[src/rtl/video_timing_gen.sv]
// Programmable raster timing generator with frame-aligned mode switching.
// New modes are checked one cycle after capture and swapped in at frame wrap.
module video_timing_gen #(
  parameter int   CW       = 12,
  parameter int   DEF_HA   = 640,
  parameter int   DEF_HF   = 16,
  parameter int   DEF_HS   = 96,
  parameter int   DEF_HB   = 48,
  parameter int   DEF_VA   = 480,
  parameter int   DEF_VF   = 10,
  parameter int   DEF_VS   = 2,
  parameter int   DEF_VB   = 33,
  parameter logic DEF_HPOL = 1'b0,
  parameter logic DEF_VPOL = 1'b0
) (
  input  logic          clock,
  input  logic          reset_n,
  input  logic          mode_valid,
  output logic          mode_ready,
  input  logic [CW-1:0] mode_h_act,
  input  logic [CW-1:0] mode_h_fp,
  input  logic [CW-1:0] mode_h_sync,
  input  logic [CW-1:0] mode_h_bp,
  input  logic [CW-1:0] mode_v_act,
  input  logic [CW-1:0] mode_v_fp,
  input  logic [CW-1:0] mode_v_sync,
  input  logic [CW-1:0] mode_v_bp,
  input  logic          mode_h_pol,
  input  logic          mode_v_pol,
  output logic [CW-1:0] counter_x,
  output logic [CW-1:0] counter_y,
  output logic [CW-1:0] vis_x,
  output logic [CW-1:0] vis_y,
  output logic          hsync,
  output logic          vsync,
  output logic          de,
  output logic          line_start,
  output logic          frame_start,
  output logic          mode_err
);

  localparam int TW = CW + 2;
  localparam logic [TW-1:0] LIM = TW'(1) << CW;

  typedef struct packed {
    logic [CW-1:0] ha;
    logic [CW-1:0] hf;
    logic [CW-1:0] hs;
    logic [CW-1:0] hb;
    logic [CW-1:0] va;
    logic [CW-1:0] vf;
    logic [CW-1:0] vs;
    logic [CW-1:0] vb;
    logic          hp;
    logic          vp;
  } mode_t;

  localparam mode_t DEF = '{
    ha: CW'(DEF_HA), hf: CW'(DEF_HF),
    hs: CW'(DEF_HS), hb: CW'(DEF_HB),
    va: CW'(DEF_VA), vf: CW'(DEF_VF),
    vs: CW'(DEF_VS), vb: CW'(DEF_VB),
    hp: DEF_HPOL, vp: DEF_VPOL
  };

  typedef enum logic [1:0] {
    S_IDLE,
    S_CHK,
    S_WAIT
  } st_t;

  st_t   r_st, w_st_nx;
  mode_t r_cur, r_pm, w_in;

  logic [CW-1:0] r_x, r_y;
  logic [TW-1:0] w_htot, w_vtot;
  logic [TW-1:0] w_ph, w_pv;
  logic [TW-1:0] w_hb0, w_hb1;
  logic [TW-1:0] w_vb0, w_vb1;
  logic [TW-1:0] w_xe, w_ye;
  logic          w_xend, w_yend, w_wrap;
  logic          w_legal, w_acc;
  logic          w_apply, w_err;

  assign w_in = '{
    ha: mode_h_act, hf: mode_h_fp,
    hs: mode_h_sync, hb: mode_h_bp,
    va: mode_v_act, vf: mode_v_fp,
    vs: mode_v_sync, vb: mode_v_bp,
    hp: mode_h_pol, vp: mode_v_pol
  };

  assign w_hb0  = TW'(r_cur.hs) + TW'(r_cur.hb);
  assign w_hb1  = w_hb0 + TW'(r_cur.ha);
  assign w_htot = w_hb1 + TW'(r_cur.hf);
  assign w_vb0  = TW'(r_cur.vs) + TW'(r_cur.vb);
  assign w_vb1  = w_vb0 + TW'(r_cur.va);
  assign w_vtot = w_vb1 + TW'(r_cur.vf);

  assign w_ph = TW'(r_pm.hs) + TW'(r_pm.hb)
              + TW'(r_pm.ha) + TW'(r_pm.hf);
  assign w_pv = TW'(r_pm.vs) + TW'(r_pm.vb)
              + TW'(r_pm.va) + TW'(r_pm.vf);

  assign w_legal = (|r_pm.hs) & (|r_pm.ha)
                 & (|r_pm.vs) & (|r_pm.va)
                 & (w_ph <= LIM) & (w_pv <= LIM);

  assign w_xe   = TW'(r_x);
  assign w_ye   = TW'(r_y);
  assign w_xend = (w_xe == w_htot - TW'(1));
  assign w_yend = (w_ye == w_vtot - TW'(1));
  assign w_wrap = w_xend & w_yend;

  assign mode_ready = (r_st == S_IDLE);
  assign w_acc      = mode_valid & mode_ready;
  assign counter_x  = r_x;
  assign counter_y  = r_y;

  always_ff @(posedge clock) begin
    if (!reset_n) r_st <= S_IDLE;
    else          r_st <= w_st_nx;
  end

  always_comb begin
    w_st_nx = r_st;
    w_apply = 1'b0;
    w_err   = 1'b0;
    unique case (r_st)
      S_IDLE: if (mode_valid) w_st_nx = S_CHK;
      S_CHK: begin
        if (!w_legal) begin
          w_err   = 1'b1;
          w_st_nx = S_IDLE;
        end else if (w_wrap) begin
          w_apply = 1'b1;
          w_st_nx = S_IDLE;
        end else begin
          w_st_nx = S_WAIT;
        end
      end
      S_WAIT: begin
        if (w_wrap) begin
          w_apply = 1'b1;
          w_st_nx = S_IDLE;
        end
      end
      default: w_st_nx = S_IDLE;
    endcase
  end

  // Apply and counter restart share one edge, so x never outruns a smaller total.
  always_ff @(posedge clock) begin
    if (!reset_n) begin
      r_x         <= '0;
      r_y         <= '0;
      r_cur       <= DEF;
      r_pm        <= '0;
      vis_x       <= '0;
      vis_y       <= '0;
      de          <= 1'b0;
      hsync       <= ~DEF_HPOL;
      vsync       <= ~DEF_VPOL;
      line_start  <= 1'b0;
      frame_start <= 1'b0;
      mode_err    <= 1'b0;
    end else begin
      if (w_acc) r_pm <= w_in;
      if (w_apply) begin
        r_cur <= r_pm;
        r_x   <= '0;
        r_y   <= '0;
      end else if (w_xend) begin
        r_x <= '0;
        r_y <= w_yend ? '0 : r_y + 1'b1;
      end else begin
        r_x <= r_x + 1'b1;
      end
      hsync <= (r_x < r_cur.hs) ? r_cur.hp : ~r_cur.hp;
      vsync <= (r_y < r_cur.vs) ? r_cur.vp : ~r_cur.vp;
      de    <= (w_xe >= w_hb0) & (w_xe < w_hb1)
             & (w_ye >= w_vb0) & (w_ye < w_vb1);
      vis_x       <= r_x - r_cur.hs - r_cur.hb;
      vis_y       <= r_y - r_cur.vs - r_cur.vb;
      line_start  <= (r_x == '0);
      frame_start <= (r_x == '0) & (r_y == '0);
      mode_err    <= w_err;
    end
  end

endmodule

[config.mk]
export PLATFORM = sky130hd
export DESIGN_NAME = video_timing_gen
export DESIGN_NICKNAME = d
export VERILOG_FILES = /design/src/rtl/video_timing_gen.sv
export SDC_FILE = /design/constraint.sdc
export NUM_CORES = 1
export LEC_CHECK = 0
export CAP_MARGIN = 20
export CORE_ASPECT_RATIO = 0.6
export CORE_MARGIN = 10
export CORE_UTILIZATION = 30
export DETAILED_ROUTE_END_ITERATION = 6
export GPL_ROUTABILITY_DRIVEN = 0
export GPL_TIMING_DRIVEN = 1
export SLEW_MARGIN = 20
export SYNTH_ARGS = -nofsm -noshare
export SYNTH_HDL_FRONTEND = slang
export SYNTH_SLANG_ARGS = --single-unit
[constraint.sdc]
create_clock -name clock -period 7.45 [get_ports clock]
set_clock_uncertainty 0.05 [all_clocks]
set_input_delay 1.49 -clock clock [delete_from_list [all_inputs] [get_ports clock]]
set_output_delay 1.49 -clock clock [all_outputs]
set_load 0.005 [all_outputs]
==> key figures, run 1 <==
Run status
  • Status: finished clean

CTS
  • Deepest clock path buffer count: 3
  • Clock H-tree levels: 1
  • Hold_buf cts: 0
  • Num CTS Buffers: 28
  • CTS Root Cell: clkbuf_16
  • Clock-pin slew on the worst setup and hold paths: 80 ps
  • TritonCTS clock tree: built
  • Worst skew pair latency: 610 ps
  • Clk sink count: 252

Critical path
  • Setup crit end kind: register
  • Setup crit end: r_cur[20]
  • Critical path's slowest cell: ha_1
  • Reg-to-Reg Start: r_cur[3]
  • R2R Path End: r_cur[20]
  • Buffer and inverter count on the worst path: 2
  • Crit Path Max Fanout: 49
  • Max incr delay on CP: 430 ps
  • Worst Setup SP: r_cur[3]
  • CP top delay family: simple AND/OR/NAND/NOR gates
  • Critical path class: reg -> reg
  • CP required: 7940 ps
  • Reg2Reg Depth: 28
  • Worst setup SP type: register
  • Critical path data arrival time: 7490 ps
  • Critical Path Stages: 28
  • R2R setup slack: 440 ps
  • CP dominant cell by count: ha_1

Final layout
  • Most frequent cells in the layout: nand2_1, a21oi_1, dfxtp_1
  • P&R area growth vs syn: 18.04%
  • Layout cells sized above 1: 3.736%
  • Most common cell after layout, fill and taps aside: nand2_1
  • Antenna Cells: 0
  • NumNets Final: 2,781

STA
  • Slew Limit Fails: 0
  • Hold slack: 428.2 ps
  • Post-layout min period: 7006 ps
  • Crit share post-route: 94.04%
  • RSZ-0062 raised after global routing: no
  • FMAX: 0.1427 GHz
  • Post-route setup TNS: 0 ps
  • Worst-margin pin slew: 1050 ps
  • Hold Fails Final Rpt: 0
  • Worst rel slew slack: 29.99%
  • Final setup vio count: 0

Power and ir drop
  • Flop pwr share: 41.8%
  • Cell Pwr Density: 163.4 nW/um2
  • Maximum VDD drop: 206.2 uV
  • Pint: 2467 uW
  • Logic pwr share: 19.0%
  • Sw frac: 31.05%
  • P_sw: 1111 uW
  • Pleak: 0.008936 uW
  • Clock power share: 39.2%

Die
  • Std cell rows: 70
  • Core Footprint: 61,050 um2
  • I/O pins: 156
  • Die height: 212.6 um
  • Die Width: 341.1 um
  • Die ar.: 72,530 um2
  • Initial core utilization: 30.40%

Drt
  • ANT nets after route: 0
  • Vias: 16,770
  • DR WL/cell: 19.67 um
  • Initial DRT Pass Iterations: 7
  • Vias/cell: 5.224
  • Initial DRC count: 1,510
  • Final wirelength: 63.16 mm
  • Drt drc: 0

Synthesis
  • Post-synthesis cell type count: 74
  • Async SR Flop Fraction: 0%
  • Number of flops mapped to enable cells by yosys: 0
  • Syn Nets: 2,681
  • Sequential cell area fraction in the yosys report: 27.19%
  • Mapped Area: 18,560 um2
  • Flops & latches, synth: 252
  • Dominant synthesized flop cell: dfxtp_1
  • Synthesized instance count: 2,264
  • Synthesized area per cell: 8.196 um2
  • YS warnings: 0

Global routing
  • First-pass GRT wire length: 95.83 mm
  • Largest net degree at the start of global routing: 141
  • GR Overflow Total: 0
  • Total GRT Usage: 16.66%
  • Antenna violations before repair: 2
  • Number of global-route vias before repair: 16,100

Flow run
  • Max-Cap Viols: 0

Place
  • IO buf count: 155
  • Detailed placement HPWL: 49.33 mm

Min path
  • Worst min-delay path category: reg -> reg
-- power groups by stage --
stage | registers [uW] | logic, uW | clock network [uW]
finish | 1490 | 680 | 1400
global route | 1500 | 758 | 1490
CTS | 1490 | 671 | 1430
detailed placement | 1520 | 663 | 0
global placement | 1520 | 640 | 0
floorplan | 1480 | 452 | 0
-- registers in the layout, summed over array words and instances (netlist names) --
signal	flops
line_start	1
de	1
vsync	1
mode_err	1
vis_y	12
r_cur	98
r_st	2
vis_x	12
counter_x	12
frame_start	1
hsync	1
counter_y	12
r_pm	98
-- timing repair --
item / in CTS / in global routing
gates resized for setup: 0 / 7
setup buffers: 0 / 0
endpoints found under the setup margin: 0 / 100
endpoints found under the hold margin: 0 / 0
-- synth_stat cells, types with 5 or more instances --
master / n / area share [%]
o21ai_0: 158 / 4.3
nor2b_1: 14 / 0.47
xor2_1: 48 / 2.3
nor3b_1: 5 / 0.20
fa_1: 76 / 8.2
inv_1: 197 / 4.0
clkbuf_1: 80 / 1.6
nand4_1: 13 / 0.44
a31oi_1: 9 / 0.30
nand2_1: 259 / 5.2
nor3_1: 38 / 1.0
mux2_2: 5 / 0.30
mux2i_1: 7 / 0.38
and3_1: 16 / 0.54
o21a_1: 18 / 0.73
a21oi_1: 253 / 6.8
nor2_1: 105 / 2.1
dfxtp_1: 252 / 27
o41ai_1: 5 / 0.24
or3_1: 6 / 0.20
o21ai_1: 5 / 0.13
xnor2_1: 72 / 3.4
buf_2: 12 / 0.32
and2_1: 5 / 0.17
a21boi_0: 10 / 0.40
o211ai_1: 12 / 0.49
nor4_1: 23 / 0.78
o21bai_1: 8 / 0.32
a211o_1: 9 / 0.42
or2_2: 6 / 0.20
a211oi_1: 14 / 0.57
nand2b_1: 21 / 0.71
nand3_1: 152 / 4.1
a21o_1: 40 / 1.6
ha_1: 240 / 16
-- worst min-delay path by stage --
stage / endpoint / start / cells after the start
6_report: r_pm[0] / r_pm[0] / 2
4_1_cts: r_pm[0] / r_pm[0] / 2
3_3_place_gp: r_pm[1] / r_pm[1] / 2
2_1_floorplan: r_pm[0] / r_pm[0] / 2
5_1_grt: r_cur[76] / r_cur[76] / 2
3_5_place_dp: r_pm[0] / r_pm[0] / 2
-- tightest hold or removal path, delay by kind of cell, from the launching register on --
| family | cells | cell delay, ps |
|---|---|---|
| compound gates | 1 | 60 |
| flops | 1 | 320 |
| simple gates | 1 | 60 |
-- stage by stage --
stage | power, uW | utilization, % | cell area [um2] | setup slack (ps) | std cells
6_report | 3578 | 35.88 | 21900 | 444.3 | 3210
5_1_grt | 3745 | 35.88 | 21900 | 6.726 | 3210
4_1_cts | 3597 | 35.68 | 21780 | 464.3 | 3207
3_5_place_dp | 2186 | 34.17 | 20860 | 514.3 | 3159
3_3_place_gp | 2163 | 34.17 | 20860 | 682.0 | 3159
2_1_floorplan | 1929 | - | 18560 | 1267 | 2264
-- per-layer routing --
metal | global-route usage (%) | share of wire [%] | vias to the layer above
met4 | 2.364 | 1.4 | 2
met2 | 22.42 | 38 | 713
li1 | - | - | 8035
met5 | 0 | 0.021 | -
met1 | 26.27 | 51 | 7944
met3 | 3.975 | 9.9 | 74
-- cell families (layout without fill, tap and decap cells) --
group / Yosys count / count (layout) / share of synthesized area (%)
simple gates: 680 / 680 / 17.06
compound gates: 587 / 587 / 18.68
fa+ha+maj: 317 / 317 / 24.44
buf+inv: 295 / 413 / 6.170
flops: 252 / 252 / 27.19
xor+xnor: 121 / 121 / 5.786
mux: 12 / 12 / 0.6810
-- final cells by class --
cell class	count	area [um2]
tap	828	1036
clock inverter	13	137.6
inverter	198	748.2
timing repair buffer	167	1732
sequential	252	5045
multi-input combinational	1717	12420
clock buffer	35	787.0
fill	6231	39140
Power figures use the tool's default switching activity.
==> inputs of run 2 (changes only) <==
--- a/config.mk
+++ b/config.mk
@@ -7,11 +7,12 @@
 export LEC_CHECK = 0
 export CAP_MARGIN = 20
 export CORE_ASPECT_RATIO = 0.6
-export CORE_MARGIN = 10
+export CORE_MARGIN = 3
 export CORE_UTILIZATION = 30
 export DETAILED_ROUTE_END_ITERATION = 6
 export GPL_ROUTABILITY_DRIVEN = 0
 export GPL_TIMING_DRIVEN = 1
+export HOLD_SLACK_MARGIN = 0.02
 export SLEW_MARGIN = 20
 export SYNTH_ARGS = -nofsm -noshare
 export SYNTH_HDL_FRONTEND = slang
==> key figures, run 2 (synthesized netlist as in run 1, its figures left out) <==
Run status
  • Status: finished clean

Power and ir drop
  • Pleak: 0.008895 uW (-0.47%)
  • Maximum VDD drop: 172.7 uV (-16%)
  • Cell Pwr Density: 159.0 nW/um2 (-2.7%)

Drt
  • Initial DRC count: 1,672 (+11%)
  • Drt drc: 0 (unchanged)
  • Vias/cell: 5.272 (+0.93%)
  • WL met1: 31.69 mm (-1.0%)
  • Final wirelength: 62.35 mm (-1.3%)
  • ANT nets after route: 0 (unchanged)
  • Vias: 16,900 (+0.78%)
  • Initial DRT Pass Iterations: 6 (-1)
  • Routed wl met3: 6.573 mm (+5.5%)
  • DR WL/cell: 19.45 um (-1.1%)
  • WL met2: 23.20 mm (-3.3%)
  • Uppermost layer routed: met5

Final layout
  • Antenna Cells: 0 (unchanged)
  • Layout cells sized above 1: 4.060% (+0.32 points)
  • Fillers: 6,141 (-1.4%)
  • NumNets Final: 2,787 (+0.22%)
  • Most frequent cells in the layout: nand2_1, a21oi_1, dfxtp_1
  • Largest registers: r_cur (98), r_pm (98)
  • P&R area growth vs syn: 17.52%
  • Most common cell after layout, fill and taps aside: nand2_1
  • Multi-input combinational cell area: 12,420 um2 (about the same)
  • Final instance area: 21,810 um2 (-0.45%)
  • Util after Layout: 36.24% (+0.36 points)
  • Register area: 5045 um2 (unchanged)

Place
  • Detailed placement HPWL: 48.68 mm (-1.3%)
  • Area after DPL: 20,900 um2 (+0.19%)
  • IO buf count: 155 (unchanged)
  • DP Worst Slack: 391.9 ps (-122.4 ps)

STA
  • Min setup slack post-route: 497.8 ps (+53.53 ps)
  • FMAX: 0.1438 GHz (+0.77%)
  • Worst rel slew slack: 29.29% (-0.70 points)
  • Worst-margin pin slew: 1061 ps (+10.45 ps)
  • Crit share post-route: 93.32% (-0.72 points)
  • Post-layout min period: 6952 ps (-53.53 ps)
  • Post-route setup TNS: 0 ps (unchanged)
  • Final setup vio count: 0 (unchanged)
  • Slew Limit Fails: 0 (unchanged)
  • Hold slack: 424.9 ps (-3.329 ps)
  • Hold Fails Final Rpt: 0 (unchanged)

CTS
  • CTS Root Cell: clkbuf_16
  • Clock-pin slew on the worst setup and hold paths: 60 ps (-20 ps)
  • TritonCTS clock tree: built
  • Num CTS Buffers: 26 (-7.1%)
  • Clock H-tree levels: 1 (unchanged)
  • Worst skew pair latency: 580 ps (-30 ps)
  • Clk sink count: 252 (unchanged)
  • Deepest clock path buffer count: 3 (unchanged)
  • Hold_buf cts: 0 (unchanged)

Flow run
  • Max-Cap Viols: 0 (unchanged)

Critical path
  • Critical path's slowest cell: a2111oi_0
  • Setup crit end kind: register
  • Worst setup SP type: register
  • Critical Path Stages: 31 (+11%)
  • Max incr delay on CP: 430 ps (about the same)
  • Reg2Reg Depth: 31 (+11%)
  • Buffer and inverter count on the worst path: 6 (+4)
  • CP required: 7890 ps (-50 ps)
  • CP top delay family: compound AO/OA/AOI/OAI gates
  • Critical path data arrival time: 7400 ps (-90 ps)
  • Crit Path Max Fanout: 69 (+41%)
  • Critical path class: reg -> reg

Global routing
  • Number of global-route vias before repair: 16,120 (+0.12%)
  • First-pass GRT wire length: 96.00 mm (+0.18%)
  • Antenna violations before repair: 2 (unchanged)
  • Largest net degree at the start of global routing: 99 (-30%)
  • Total GRT Usage: 18.81% (+2.1 points)
  • GR Overflow Total: 0 (unchanged)

Min path
  • Hold-critical path depth: 2 (unchanged)
  • Worst min-delay path category: reg -> reg

Die
  • Die Width: 327.1 um (-4.1%)
  • Std cell rows: 69 (-1.4%)
  • Initial core utilization: 30.84% (+0.44 points)
  • Core Footprint: 60,170 um2 (-1.4%)
  • I/O pins: 156 (unchanged)
  • Die ar.: 64,970 um2 (-10%)
  • Die height: 198.6 um (-6.6%)
==> run 2: layout make-up <==
cell class,instances,area share [%]
well taps,816,4.682
multi-input cells,1717,56.97
clock inverters,13,0.5107
clock buffers,34,3.351
flip-flops and latches,252,23.14
inverters,198,3.431
repair buffers,175,7.918
==> run 2: worst reg2reg max path, delay by kind of cell, from the launching register on <==
kind | cells | cell delay [ps]
buffers and inverters | 6 | 830
DFF | 1 | 340
and+or+nand+nor | 9 | 1940
AOI/OAI and AO/OA | 10 | 1990
adders and majority gates | 5 | 1560
xor gates and xnor gates | 1 | 160
==> run 2: where the power goes <==
part | switching [uW] | internal [uW]
combinational | 392 | 272
clock | 605 | 702
sequential | 93.4 | 1400
==> run 2: through the flow <==
| stage | instances | power [uW] |
|---|---|---|
| after floorplan | 2264 | 1929 |
| after global placement | 3155 | 2168 |
| after detailed placement | 3155 | 2180 |
| after CTS | 3202 | 3495 |
| after global routing | 3205 | 3631 |
| final | 3205 | 3466 |
==> run 2: metal layers <==
metal / vias up / GRT usage [%]
met5: - / 0
met4: 2 / 2.894
met3: 60 / 4.363
met2: 727 / 25.06
met1: 8062 / 30.27
li1: 8047 / -
==> run 2: path summary, 6_finish.rpt <==
path             from        end  slack, ps
max          r_cur[2]  r_cur[51]        500
min           r_pm[1]    r_pm[1]        420
max reg2reg  r_cur[2]  r_cur[51]        500
min reg2reg   r_pm[1]    r_pm[1]        420
==> run 2: repair_timing <==
item | 4_1_cts | 5_1_grt
buffers inserted | 0 | 3
resized for setup | 0 | 11
endpoints found under the setup margin | 0 | 120
==> inputs of run 3 (changes only) <==
--- a/config.mk
+++ b/config.mk
@@ -13,6 +13,7 @@
 export GPL_ROUTABILITY_DRIVEN = 0
 export GPL_TIMING_DRIVEN = 1
 export HOLD_SLACK_MARGIN = 0.02
+export REMOVE_ABC_BUFFERS = 1
 export SLEW_MARGIN = 20
 export SYNTH_ARGS = -nofsm -noshare
 export SYNTH_HDL_FRONTEND = slang
==> key figures, run 3 (synthesized netlist as in run 1, its figures left out) <==
STA
  • Post-route setup TNS: 0 ps (unchanged)
  • Final setup vio count: 0 (unchanged)
  • Slew Limit Fails: 0 (unchanged)
  • Hold Fails Final Rpt: 0 (unchanged)
  • Post-layout min period: 6918 ps (-34.41 ps)
  • RSZ-0062 raised after global routing: no
  • FMAX: 0.1446 GHz (+0.50%)
  • Worst rel slew slack: 28.58% (-0.71 points)
  • Crit share post-route: 92.86% (-0.46 points)
  • Hold slack: 409.7 ps (-15.17 ps)
  • Worst-margin pin slew: 1071 ps (+10.63 ps)

Die
  • Die ar.: 64,970 um2 (unchanged)
  • Initial core utilization: 30.84% (unchanged)
  • Std cell rows: 69 (unchanged)
  • Core Footprint: 60,170 um2 (unchanged)
  • I/O pins: 156 (unchanged)
  • Die Width: 327.1 um (unchanged)
  • Die height: 198.6 um (unchanged)

Min path
  • Worst min-delay path category: reg -> reg
  • Hold Startpoint: r_pm[0]
  • Hold Path Sink: r_pm[0]
  • Hold-critical path depth: 2 (unchanged)

CTS
  • CTS Root Cell: clkbuf_16
  • Num CTS Buffers: 27 (+3.8%)
  • Clk sink count: 252 (unchanged)
  • Deepest clock path buffer count: 3 (unchanged)
  • Clock-pin slew on the worst setup and hold paths: 70 ps (about the same)
  • Hold_buf cts: 0 (unchanged)
  • Worst skew pair latency: 590 ps (about the same)
  • TritonCTS clock tree: built
  • Clock H-tree levels: 1 (unchanged)

Final layout
  • Final instance area: 21,890 um2 (+0.39%)
  • Most frequent cells in the layout: nand2_1, a21oi_1, dfxtp_1
  • Most common cell after layout, fill and taps aside: nand2_1
  • P&R area growth vs syn: 17.98%
  • Fin cells: 3,200 (-0.16%)
  • NumNets Final: 2,780 (-0.25%)
  • Layout cells sized above 1: 3.567% (-0.49 points)
  • Largest registers: r_cur (98), r_pm (98)
  • Fillers: 6,195 (+0.88%)

Critical path
  • Buffer and inverter count on the worst path: 3 (-3)
  • Critical path class: reg -> reg
  • R2R setup slack: 530 ps (+30 ps)
  • Reg-to-Reg Start: r_cur[51]
  • Critical path's slowest cell: or4_4
  • Setup crit end kind: register
  • Reg2Reg Depth: 29 (-6.5%)
  • CP top delay family: simple AND/OR/NAND/NOR gates
  • Crit Path Max Fanout: 18 (-74%)
  • Worst setup SP type: register
  • Max incr delay on CP: 560 ps (+130 ps)
  • Critical path data arrival time: 7370 ps (-30 ps)
  • CP required: 7910 ps (+20 ps)
  • R2R Path End: r_cur[74]

Drt
  • Initial DRT Pass Iterations: 6 (unchanged)
  • Drt drc: 0 (unchanged)
  • Final wirelength: 58.28 mm (-6.5%)
  • Initial DRC count: 1,339 (-20%)
  • ANT nets after route: 0 (unchanged)
  • DR WL/cell: 18.21 um (-6.4%)
  • Vias: 16,670 (-1.4%)
  • Vias/cell: 5.208 (-1.2%)

Global routing
  • Largest net degree at the start of global routing: 127 (+28%)
  • Antenna violations before repair: 2 (unchanged)
  • Total GRT Usage: 17.47% (-1.3 points)
  • First-pass GRT wire length: 90.67 mm (-5.6%)
  • GR Overflow Total: 0 (unchanged)
  • Number of global-route vias before repair: 15,960 (-1.0%)

Power and ir drop
  • Pleak: 0.008916 uW (+0.24%)
  • Maximum VDD drop: 217.8 uV (+26%)
  • Cell Pwr Density: 167.7 nW/um2 (+5.5%)

Place
  • Detailed placement HPWL: 44.46 mm (-8.7%)
  • IO buf count: 155 (unchanged)
  • Area after DPL: 20,830 um2 (-0.32%)
  • Placed insts: 3,147 (-0.25%)

Flow run
  • Max-Cap Viols: 0 (unchanged)

Run status
  • Status: finished clean
==> run 3: cell types whose count changed in the layout (fill, tap and decap cells not counted), moves of 2 or more <==
| cell | change |
|---|---|
| bufinv_16 | +5 |
| clkinv_8 | -2 |
| clkinvlp_4 | -3 |
| buf_12 | -2 |
| inv_8 | -2 |
| buf_4 | -9 |
| clkbuf_16 | +2 |
| o21ai_1 | +2 |
| clkbuf_1 | +3 |
==> run 3: repair_timing <==
| item | 4_1_cts | 5_1_grt |
|---|---|---|
| gates resized for setup | 0 | 11 |
| hold endpoints to repair | 0 | 0 |
| setup endpoints to repair | 0 | 99 |
| setup buffers | 0 | 2 |
==> run 3: routing by layer <==
metal / vias to the layer above / share of wire, % / global-route usage, %
li1: 8036 / - / -
met1: 7967 / 51 / 27.50
met5: - / 0.039 / 0
met3: 79 / 8.5 / 3.825
met2: 581 / 39 / 24.30
met4: 4 / 1.8 / 2.528
==> run 3: worst max path at each step <==
| stage | cells past startpoint | start | endpoint | slack [ps] |
|---|---|---|---|---|
| after floorplan | 27 | r_cur[51] | r_cur[0] | 20 |
| after global placement | 28 | r_cur[51] | r_cur[74] | 630 |
| after detailed placement | 28 | r_cur[51] | r_cur[12] | 470 |
| after CTS | 26 | r_cur[51] | r_cur[12] | 400 |
| after global routing | 29 | r_cur[51] | r_cur[74] | 6 |
| final | 29 | r_cur[51] | r_cur[74] | 530 |
==> run 3: final cells by class <==
cell class	count	area, um2	area share (%)
Antenna cell	1	2.502	0.01143
Inverter	198	748.2	3.418
Tap cell	816	1021	4.664
Clock buffer	38	767.0	3.504
Timing Repair Buffer	167	1683	7.687
Multi-Input combinational cell	1717	12430	56.76
Sequential cell	252	5045	23.05
Clock inverter	11	198.9	0.9088
==> run 3: metrics by stage <==
stage	worst slack [ps]	total power [uW]	utilization, %
6_report	532.2	3670	36.38
5_1_grt	6.095	3836	36.38
4_1_cts	401.8	3691	36.22
3_5_place_dp	467.3	2186	34.62
3_3_place_gp	628.6	2165	34.62
2_1_floorplan	16.22	1909	-
==> run 3: worst register-to-register path, delay by kind of cell, from the launching register on <==
| kind | cells | cell delay (ps) |
|---|---|---|
| simple gates | 12 | 2570 |
| compound gates | 8 | 1770 |
| fa+ha+maj | 4 | 1310 |
| buf+inv | 3 | 490 |
| xor+xnor | 2 | 350 |
| flops | 1 | 340 |
==> run 3: report_power, final <==
group	total, uW	switching [uW]	internal [uW]
clock network	1500	608	892
logic	685	411	274
registers	1490	83.6	1400
